===== config.mk =====
export PLATFORM = sky130hd
export DESIGN_NAME = tiny16_mem_arbiter
export DESIGN_NICKNAME = d
export VERILOG_FILES = /design/src/rtl/tiny16_mem_arbiter.sv
export SDC_FILE = /design/constraint.sdc
export NUM_CORES = 1
export LEC_CHECK = 0
export ABC_CLOCK_PERIOD_IN_PS = 1600
export CAP_MARGIN = 20
export CORE_MARGIN = 2
export CORE_UTILIZATION = 37
export CTS_CLUSTER_DIAMETER = 30
export DETAILED_ROUTE_END_ITERATION = 10
export GPL_TIMING_DRIVEN = 0
export HOLD_SLACK_MARGIN = 0.02
export PLACE_DENSITY = 0.76
export REMOVE_ABC_BUFFERS = 1
export SETUP_SLACK_MARGIN = 0.3
export SYNTH_ARGS = -nofsm -noshare
export SYNTH_HDL_FRONTEND = slang
export SYNTH_SLANG_ARGS = --single-unit

===== constraint.sdc =====
create_clock -name clk -period 1.6 [get_ports clk]
set_clock_uncertainty 0.15 [all_clocks]
set_input_delay 0.16 -clock clk [delete_from_list [all_inputs] [get_ports clk]]
set_output_delay 0.16 -clock clk [all_outputs]
set_load 0.02 [all_outputs]

===== src/rtl/tiny16_mem_arbiter.sv =====
// Two-master arbiter for the tiny16 memory port: registered grant FSM with
// round-robin or fixed priority, plus a watchdog that retires unacknowledged cycles.
//
// state      | meaning
// -----------+------------------------------------------------------------
// ST_IDLE    | sample m0/m1 valid, latch the winner onto s_*
// ST_BUSY    | s_valid high, wait for s_ready or watchdog expiry
// ST_RELEASE | ready/error pulse visible, valids ignored for one cycle
module tiny16_mem_arbiter #(
  parameter bit          FIXED_PRIORITY = 1'b0,
  parameter int unsigned TIMEOUT        = 64,
  parameter int unsigned TO_BITS        = 7
) (
  input  logic        clk,
  input  logic        nreset,

  input  logic        m0_valid,
  input  logic        m0_nwr,
  input  logic [15:0] m0_address,
  input  logic [15:0] m0_wdata,
  output logic        m0_ready,
  output logic [15:0] m0_rdata,

  input  logic        m1_valid,
  input  logic        m1_nwr,
  input  logic [15:0] m1_address,
  input  logic [15:0] m1_wdata,
  output logic        m1_ready,
  output logic [15:0] m1_rdata,

  output logic        s_valid,
  output logic        s_nwr,
  output logic [15:0] s_address,
  output logic [15:0] s_wdata,
  input  logic        s_ready,
  input  logic [15:0] s_rdata,

  output logic        grant,
  output logic        bus_error
);

  localparam logic [1:0] ST_IDLE    = 2'd0;
  localparam logic [1:0] ST_BUSY    = 2'd1;
  localparam logic [1:0] ST_RELEASE = 2'd2;

  localparam bit                 TO_EN     = (TIMEOUT != 0);
  localparam int unsigned        TO_LAST_I = TO_EN ? TIMEOUT - 1 : 0;
  localparam logic [TO_BITS-1:0] TO_LAST   = TO_BITS'(TO_LAST_I);

  logic [1:0]         state;
  logic               last_grant;
  logic [TO_BITS-1:0] to_cnt;

  logic               pick_m1;
  logic               timeout_hit;
  logic               retire;
  logic [15:0]        retire_rdata;

  // On a tie, round-robin hands the bus to whoever did not own it last.
  always_comb begin
    pick_m1 = m1_valid;
    if (m0_valid && m1_valid) begin
      pick_m1 = FIXED_PRIORITY ? 1'b0 : ~last_grant;
    end
  end

  assign timeout_hit = TO_EN && (to_cnt == TO_LAST);
  assign retire      = s_ready || timeout_hit;

  // s_ready has precedence, so a watchdog expiry on the same edge is a normal completion.
  always_comb begin
    retire_rdata = 16'hFFFF;
    if (s_ready) begin
      retire_rdata = s_nwr ? s_rdata : 16'h0000;
    end
  end

  always_ff @(posedge clk or negedge nreset) begin
    if (!nreset) begin
      state      <= ST_IDLE;
      last_grant <= 1'b1;
      to_cnt     <= '0;
      grant      <= 1'b0;
      s_valid    <= 1'b0;
      s_nwr      <= 1'b0;
      s_address  <= 16'h0000;
      s_wdata    <= 16'h0000;
      m0_ready   <= 1'b0;
      m0_rdata   <= 16'h0000;
      m1_ready   <= 1'b0;
      m1_rdata   <= 16'h0000;
      bus_error  <= 1'b0;
    end else begin
      m0_ready  <= 1'b0;
      m0_rdata  <= 16'h0000;
      m1_ready  <= 1'b0;
      m1_rdata  <= 16'h0000;
      bus_error <= 1'b0;

      case (state)
        ST_IDLE: begin
          if (m0_valid || m1_valid) begin
            grant      <= pick_m1;
            last_grant <= pick_m1;
            s_valid    <= 1'b1;
            s_nwr      <= pick_m1 ? m1_nwr     : m0_nwr;
            s_address  <= pick_m1 ? m1_address : m0_address;
            s_wdata    <= pick_m1 ? m1_wdata   : m0_wdata;
            to_cnt     <= '0;
            state      <= ST_BUSY;
          end
        end

        ST_BUSY: begin
          if (retire) begin
            s_valid   <= 1'b0;
            bus_error <= ~s_ready;
            if (grant) begin
              m1_ready <= 1'b1;
              m1_rdata <= retire_rdata;
            end else begin
              m0_ready <= 1'b1;
              m0_rdata <= retire_rdata;
            end
            state <= ST_RELEASE;
          end else if (to_cnt != '1) begin
            to_cnt <= to_cnt + 1'b1;
          end
        end

        ST_RELEASE: begin
          state <= ST_IDLE;
        end

        default: begin
          state <= ST_IDLE;
        end
      endcase
    end
  end

endmodule


After elaboration in Yosys (flattened, before gate mapping)
Cells that the tools add are included.
{"block": "word_totals", "inputBits": 87, "mem_bits_rw": 0, "mem_count": 0, "romBits": 0, "latch_bits": 0, "out_inout_bits": 70, "reg_bits": 80}
{"block": "classes", "magnitude_cmp": 0, "reduce_logical": 9, "n_addsub": 1, "n_eq_ne": 7, "mux": 30, "div_mod_pow": 0, "mul": 0, "bitwise_logic": 2, "shifts": 0}
{"cell": "$mux 16", "count": 10}
{"cell": "$mux 7", "count": 3}
{"cell": "$pmux 7 s2", "count": 1}
{"cell": "$mux 1", "count": 12}
{"cell": "$ne 2x2->1 const B", "count": 4}
{"cell": "$add 7x1->7 const B", "count": 1}
{"cell": "$eq 7x6->1 const B", "count": 1}
{"cell": "$ne 7x7->1 const B", "count": 1}
{"cell": "$mux 2", "count": 2}
{"cell": "$pmux 2 s2", "count": 1}
{"cell": "$reduce_and 2->1", "count": 2}
{"cell": "$reduce_and 4->1", "count": 1}
{"cell": "$reduce_and 3->1", "count": 1}
{"cell": "$eq 2x1->1 const B", "count": 1}
{"cell": "$logic_not 2->1", "count": 1}
{"cell": "$logic_or 1x1->1", "count": 2}
{"cell": "$not 1->1", "count": 2}
{"cell": "$pmux 1 s2", "count": 1}
{"cell": "$reduce_bool 2->1", "count": 1}
{"cell": "$logic_and 1x1->1", "count": 1}

Logic depth before layout (Yosys ltp)
Gate-level depths: netlist of run 1.
{"block": "depth", "ltp_word": 5, "ltp_mapped": 6, "ltp_nobuf": 5}

Worst setup path after synthesis of run 1
OpenSTA, ideal clock, no wires.
{"block": "synth_timing", "kind": "register to register", "startpoint": "register to_cnt[0]", "endpoint": "register to_cnt[5]", "slack_ns": 0.056, "stages_incl_launch_ff": 6, "path_buffers": 0, "synth_period_minus_slack_ns": 1.544, "arrival_ns": 1.262, "cell_sequence": "dfrtp_1 ha_1 nand3_4 o21ai_2 a2111oi_4 a211oi_2"}
{"block": "synth_between", "elab_chain_len": 4}
{"element": "start: declaration", "line": "52", "rtl": "logic [TO_BITS-1:0] to_cnt;"}
{"element": "start signal: assignment", "line": "127", "rtl": "to_cnt <= to_cnt + 1'b1;"}
{"element": "$add 7x1->7 or $eq 7x6->1 (tied branches)", "line": "127, 67"}
{"element": "$mux 7 or $logic_or 1x1->1 (tied branches)", "line": "126, 68"}
{"element": "$mux 7 or $ne 2x2->1 (tied branches)"}
{"element": "$pmux 7 s2 or $reduce_and 4->1 (tied branches)"}
Several ways; a longest one is shown, not always the timed one. The select of a mux whose other input is x is not followed.
A chain may end at the register's enable or synchronous reset.

Final worst setup path of run 1
{"block": "layout_timing", "startpoint": "register to_cnt[4]", "endpoint": "register m0_rdata[2]"}
{"block": "layout_between", "elab_chain_len": 4}
{"element": "$eq 7x6->1", "line": "67", "rtl": "assign timeout_hit = TO_EN && (to_cnt == TO_LAST);"}
{"element": "$logic_or 1x1->1", "line": "68", "rtl": "assign retire = s_ready || timeout_hit;"}
{"element": "$mux 16", "line": "115", "rtl": "if (retire) begin"}
{"element": "$mux 16", "line": "100", "rtl": "case (state)"}
{"element": "end signal: assignment", "line": "123", "rtl": "m0_rdata <= retire_rdata;"}
{"element": "end: declaration", "line": "22", "rtl": "output logic [15:0] m0_rdata,"}
Every way passes these cells.

==> flow_summary.ini, run 1 <==
[power_and_ir_drop]
peakVddDrop_mv = 0.7998
pwr-share-comb_pct = 42.2
pwr-share-clk_pct = 20.8
power.internal_mw = 4.741
p_leak_nw = 2.435
p_per_area_nw_per_um2 = 1502
p_sw_mw = 3.171
power_frac_seq_pct = 37.0
swShare_pct = 40.08

[floorplanning]
rows = 34
coreArea_um2 = 8806
die_area_um2 = 9935
die_x_um = 99.68
die_h_um = 99.68
io_pins = 157
start_util_pct = 38.46

[timing]
drv_slew = 0
tightest_slew_ns = 0.4561
timing.final.ws_setup_ns = 0.04121
finalSetupViolCount = 0
timing_hold_violations_final = 0
fmaxAchievable_ghz = 0.6415
fin_crit_ns = 1.559
period_share_pct = 97.42
fin_hold_ws_ns = 0.1275
slew_headroom_pct = 69.59
grt_setup_unrepaired = yes

[clock_tree]
cts_inserted_buffers = 9
clock_path_buffers = 2
cts_max_level = 3
cts_tree = yes
cts.sinks = 80
clk_pin_slew_ns = 0.08
insertion_delay_ns = 0.35
root_buffer = clkbuf_8

[finish]
area_growth_pct = 55.56
stdcell_area_um2 = 5269
utilization_pct = 59.83
diodes = 0
layout.nets = 556
drive_gt1_share_pct = 34.67

[detailed_routing]
routedWlPerCell_um = 16.53
vias_per_cell = 4.947
ant_nets = 0
dr.first_iter.drc_count = 95
via_count = 2874
first_pass_iters = 4
drc = 0
totalWireLength_um = 9603

[critical_path]
critPathCaptureType = register
critical-path-slowest-cell = dfrtp_1
cp.arrival_ns = 1.69
cp_slowest_stage_delay_ns = 0.45
cp-start-kind = register
critical_path_class = register to register
crit_chain = nand2_1 > nor3_4 > buf_12 > nand2b_4 > a21oi_2
critPathMaxFanout = 8
cp.required_ns = 1.73

[global_route]
antenna_found_initial = 0
grt_pass1_wl_um = 14770
grt_overflow = 0
grt.total_usage_pct = 19.09
grt_pass1_vias = 2881
grt_start_max_net_pins = 49

[logic_synthesis]
synth_seq_cells = 80
synth_edf_count = 0
yosysTopAreaCell = dfrtp_1
synthTopCellsByCount = 79 x dfrtp_1, 52 x nand2_1, 34 x a21oi_1
synth-seq-area-share_pct = 59.14
yosysMostFrequentCell = dfrtp_1
synth_area_leaders = dfrtp_1 58%, mux2i_1 9.8%, nand2_1 5.8%, a21oi_1 5.0%, o21ai_0 4.0%
syn_avg_cell_area_um2 = 11.33
synth_top_area_share_pct = 58.37
syn_inst = 299
synthFlopType = dfrtp_1
synthArstFlopShare_pct = 100.0
mappedNetlistArea_um2 = 3387
synth_cell_types = 41
yosys_warnings = 0

[placed_design]
place_area_um2 = 4997
post-place-ws_ns = -0.6483
gp_congestion = 0.7546
dpl.hpwl_um = 6270
io_buffers = 156

[run_status]
status = finished, final reports clean

[run]
cap_violations = 0

[min_path]
hp-class = input pin to register
## area by class of cell
| class | instances | area, µm² |
|---|---|---|
| fillers | 753 | 3537 |
| flip-flops and latches | 80 | 2006 |
| multi-input cells | 200 | 1469 |
| repair buffers | 175 | 1431 |
| well taps | 108 | 135.1 |
| clock buffers | 9 | 123.9 |
| clock inverters | 7 | 96.34 |
| inverters | 2 | 7.507 |
## registers in the layout, indices dropped and copies added, names as in the netlist, 2 cells and up
| register | cells |
|---|---|
| m0_rdata | 16 |
| to_cnt | 7 |
| s_address | 16 |
| state | 2 |
| s_wdata | 16 |
| m1_rdata | 16 |
## layer usage
| layer | track usage, % | wire, µm | vias to the layer above |
|---|---|---|---|
| li1 | - | - | 1377 |
| met2 | 31.91 | 4896 | 95 |
| met5 | 0 | 0 | - |
| met4 | 6.955 | 266 | 0 |
| met1 | 24.27 | 3922 | 1377 |
| met3 | 4.498 | 518 | 25 |
## critical path, delay by kind of cell (launching register included)
family / cells / cell delay, ns
flip-flops: 1 / 0.45
AO/OA/AOI/OAI: 1 / 0.16
AND/OR/NAND/NOR: 3 / 0.55
buffers and inverters: 1 / 0.17
## cell families (layout without fill, tap and decap cells)
| group | after synthesis | in the layout | synth area share [%] |
|---|---|---|---|
| multiplexers | 33 | 33 | 9.753 |
| flip-flops | 80 | 80 | 59.14 |
| AND/OR/NAND/NOR | 79 | 82 | 11.38 |
| adder cells (fa/ha/maj) | 1 | 1 | 0.3694 |
| buffers and inverters | 23 | 193 | 5.135 |
| AO/OA/AOI/OAI | 83 | 84 | 14.22 |
## path summary, 6_finish.rpt
| path | start | end | slack [ns] | depth (start not counted) |
|---|---|---|---|---|
| min | m0_valid | last_grant | 0.13 | 2 |
| min in group asynchronous | nreset | s_wdata[14] | 0.15 | 2 |
| max | to_cnt[4] | m0_rdata[2] | 0.04 | 5 |
| min reg2reg | s_wdata[10] | s_wdata[10] | 0.33 | 2 |
| max reg2reg | to_cnt[4] | m0_rdata[2] | 0.04 | 5 |
| max in group asynchronous | nreset | s_wdata[5] | 0.56 | 3 |
## through the flow
stage | total power [mW] | cells | TNS, ns
6_report | 7.911 | 581 | 0
5_1_grt | 8.385 | 581 | -0.005995
4_1_cts | 7.836 | 577 | 0
3_5_place_dp | 6.371 | 545 | -33.25
3_3_place_gp | 6.225 | 542 | -280.41
2_1_floorplan | 4.636 | 278 | -29.61
## power by group through the flow
stage / logic [mW] / registers, mW / clock network [mW]
CTS: 3.25 / 2.92 / 1.67
finish: 3.34 / 2.93 / 1.65
global placement: 3.28 / 2.95 / 0
detailed placement: 3.40 / 2.97 / 0
global route: 3.62 / 3.01 / 1.76
floorplan: 1.07 / 3.57 / 0
## cell usage in the layout, fill, tap and decap left out, types with 2 or more instances in the layout
master and instances:
nor2_4 3, buf_4 11, and2_2 2, nand3_1 7
clkdlybuf4s50_1 82, inv_1 2, bufinv_16 2, o21ai_1 11
a21oi_1 10, mux2i_1 32, dfrtp_1 77, clkbuf_8 9
nor3_4 2, clkinv_2 2, a21oi_2 24, clkinv_4 3
nand2b_4 6, buf_6 3, buf_12 4, buf_2 70
o21ai_4 2, o21ai_0 25, nand2_1 51, a211oi_2 2
dfrtp_2 2, nor2_2 3
## timing repair
| item | in CTS | in global routing |
|---|---|---|
| setup buffers | 12 | 3 |
| endpoints found under the hold margin | 80 | 0 |
| pin swaps | 8 | 8 |
| resized for setup | 281 | 63 |
| setup endpoints to repair | 149 | 107 |
| hold buffers | 1 | 0 |
| gates cloned | 3 | 1 |
(Power assumes the default switching activity.)
==> run 2, diff against run 1 <==
- CORE_UTILIZATION: 37 -> 26
- PLACE_DENSITY: 0.76 -> not set
==> flow_summary.ini, run 2 (same netlist as run 1, synthesis figures left out) <==
[run_status]
status = finished, final reports clean

[global_route]
grt_pass1_vias = 3038
grt.total_usage_pct = 14.69
grt_start_max_net_pins = 73
grt_overflow = 0
grt_pass1_wl_um = 16090
antenna_found_initial = 1

[detailed_routing]
routedWlPerCell_um = 16.40
drc = 0
via_count = 3012
first_pass_iters = 4
totalWireLength_um = 10850
vias_per_cell = 4.550
dr.first_iter.drc_count = 132
ant_nets = 0

[timing]
finalSetupViolCount = 0
tightest_slew_ns = 0.6500
grt_setup_unrepaired = yes
fin_tns_setup_ns = 0
drv_slew = 0
slew_headroom_pct = 56.67
fin_crit_ns = 1.551
period_share_pct = 96.97
timing_hold_violations_final = 0
timing.final.ws_setup_ns = 0.04852
fmaxAchievable_ghz = 0.6445

[floorplanning]
die_x_um = 118.1
rows = 41
die_area_um2 = 13960
io_pins = 157
die_h_um = 118.1
coreArea_um2 = 12670
start_util_pct = 26.73

[clock_tree]
root_buffer = clkbuf_16
cts_inserted_buffers = 9
cts_tree = yes
insertion_delay_ns = 0.33
clk_pin_slew_ns = 0.06
clock_path_buffers = 2
cts_max_level = 3
cts.sinks = 80

[power_and_ir_drop]
peakVddDrop_mv = 0.6945
power.internal_mw = 5.514
pwr-share-clk_pct = 21.2
pwr-share-comb_pct = 46.1
p_per_area_nw_per_um2 = 1507
p_leak_nw = 2.529
power_frac_seq_pct = 32.7
swShare_pct = 38.53
p_sw_mw = 3.457

[critical_path]
cp.required_ns = 1.66
cp_slowest_stage_delay_ns = 0.45
cp.arrival_ns = 1.62
critPathCaptureType = register
cp_top_family = compound AO/OA/AOI/OAI gates
critPathMaxFanout = 6
cp-start-kind = register
crit_chain = nor3b_4 > o21ai_2 > a2111oi_4 > a211oi_2
critical-path-slowest-cell = dfrtp_2
critical_path_class = register to register
path_buf_inv = 0

[finish]
drive_gt1_share_pct = 39.06
area_growth_pct = 75.77
layout_commonest_cell = clkdlybuf4s50_1
fin_cells = 662
final_cell_mix = 82 x clkdlybuf4s50_1, 76 x dfrtp_1, 48 x nand2_1
layout.nets = 572

[run]
cap_violations = 0

[placed_design]
post-place-ws_ns = -0.6542
gp_congestion = 0.7434
dpl.hpwl_um = 6372
numPlacedInstances = 609
io_buffers = 156

[min_path]
hp-class = input pin to async pin
==> run 2: cell type report <==
cell class,count,area [µm²]
Tap cell,172,215.2
Antenna cell,1,2.502
Multi-Input combinational cell,201,1578
Timing Repair Buffer,190,1869
Clock buffer,11,242.7
Inverter,2,7.507
Fill cell,1215,6718
Clock inverter,5,31.28
Sequential cell,80,2007
==> run 2: metrics by stage <==
stage	utilization [%]	total power, mW	cell area (µm²)	hold slack (ns)
2_1_floorplan	-	4.636	3221	-0.2856
3_3_place_gp	39.44	6.272	4997	0.3121
3_5_place_dp	40.07	6.381	5077	-0.1398
4_1_cts	45.49	8.589	5764	0.03516
5_1_grt	46.98	9.517	5953	0.03482
6_report	46.98	8.971	5953	0.04552
==> run 2: power by group through the flow <==
stage	combinational, mW	sequential, mW	clock (mW)
final	4.13	2.94	1.90
after global routing	4.44	3.02	2.06
after CTS	3.68	2.95	1.96
after detailed placement	3.40	2.98	0
after global placement	3.32	2.95	0
after floorplan	1.07	3.57	0
==> run 2: metal layers <==
| metal | global-route usage (%) | up-vias | routed length (µm) |
|---|---|---|---|
| li1 | - | 1421 | - |
| met1 | 17.30 | 1506 | 4573 |
| met2 | 24.60 | 70 | 5555 |
| met3 | 4.923 | 15 | 524 |
| met4 | 5.873 | 0 | 201 |
| met5 | 0 | - | 0 |
==> run 2: repair_timing <==
item                                    in CTS  in global routing
gates cloned                                 6                  7
pin swaps                                   10                 11
gates resized for setup                    289                 75
endpoints found under the setup margin     149                106
hold buffers                                 1                  0
buffers inserted                            15                  7
endpoints found under the hold margin       80                  0
==> run 2: path summary, 6_finish.rpt <==
| kind | endpoint | slack, ns | cells after the start | startpoint |
|---|---|---|---|---|
| worst min register to register | s_wdata[14] | 0.33 | 2 | s_wdata[14] |
| worst max-delay path | to_cnt[5] | 0.05 | 4 | state[1] |
| worst max register to register | to_cnt[5] | 0.05 | 4 | state[1] |
| min in group clk | m1_rdata[10] | 0.26 | 3 | s_rdata[10] |
| max in group asynchronous | s_address[11] | 0.66 | 3 | nreset |
| worst min-delay path | s_address[3] | 0.05 | 2 | nreset |
==> run 2: worst register-to-register path: cells and delay by family (launching register included) <==
kind | cells | cell delay (ns)
AO/OA/AOI/OAI | 3 | 0.59
AND/OR/NAND/NOR | 1 | 0.25
flip-flops | 1 | 0.45
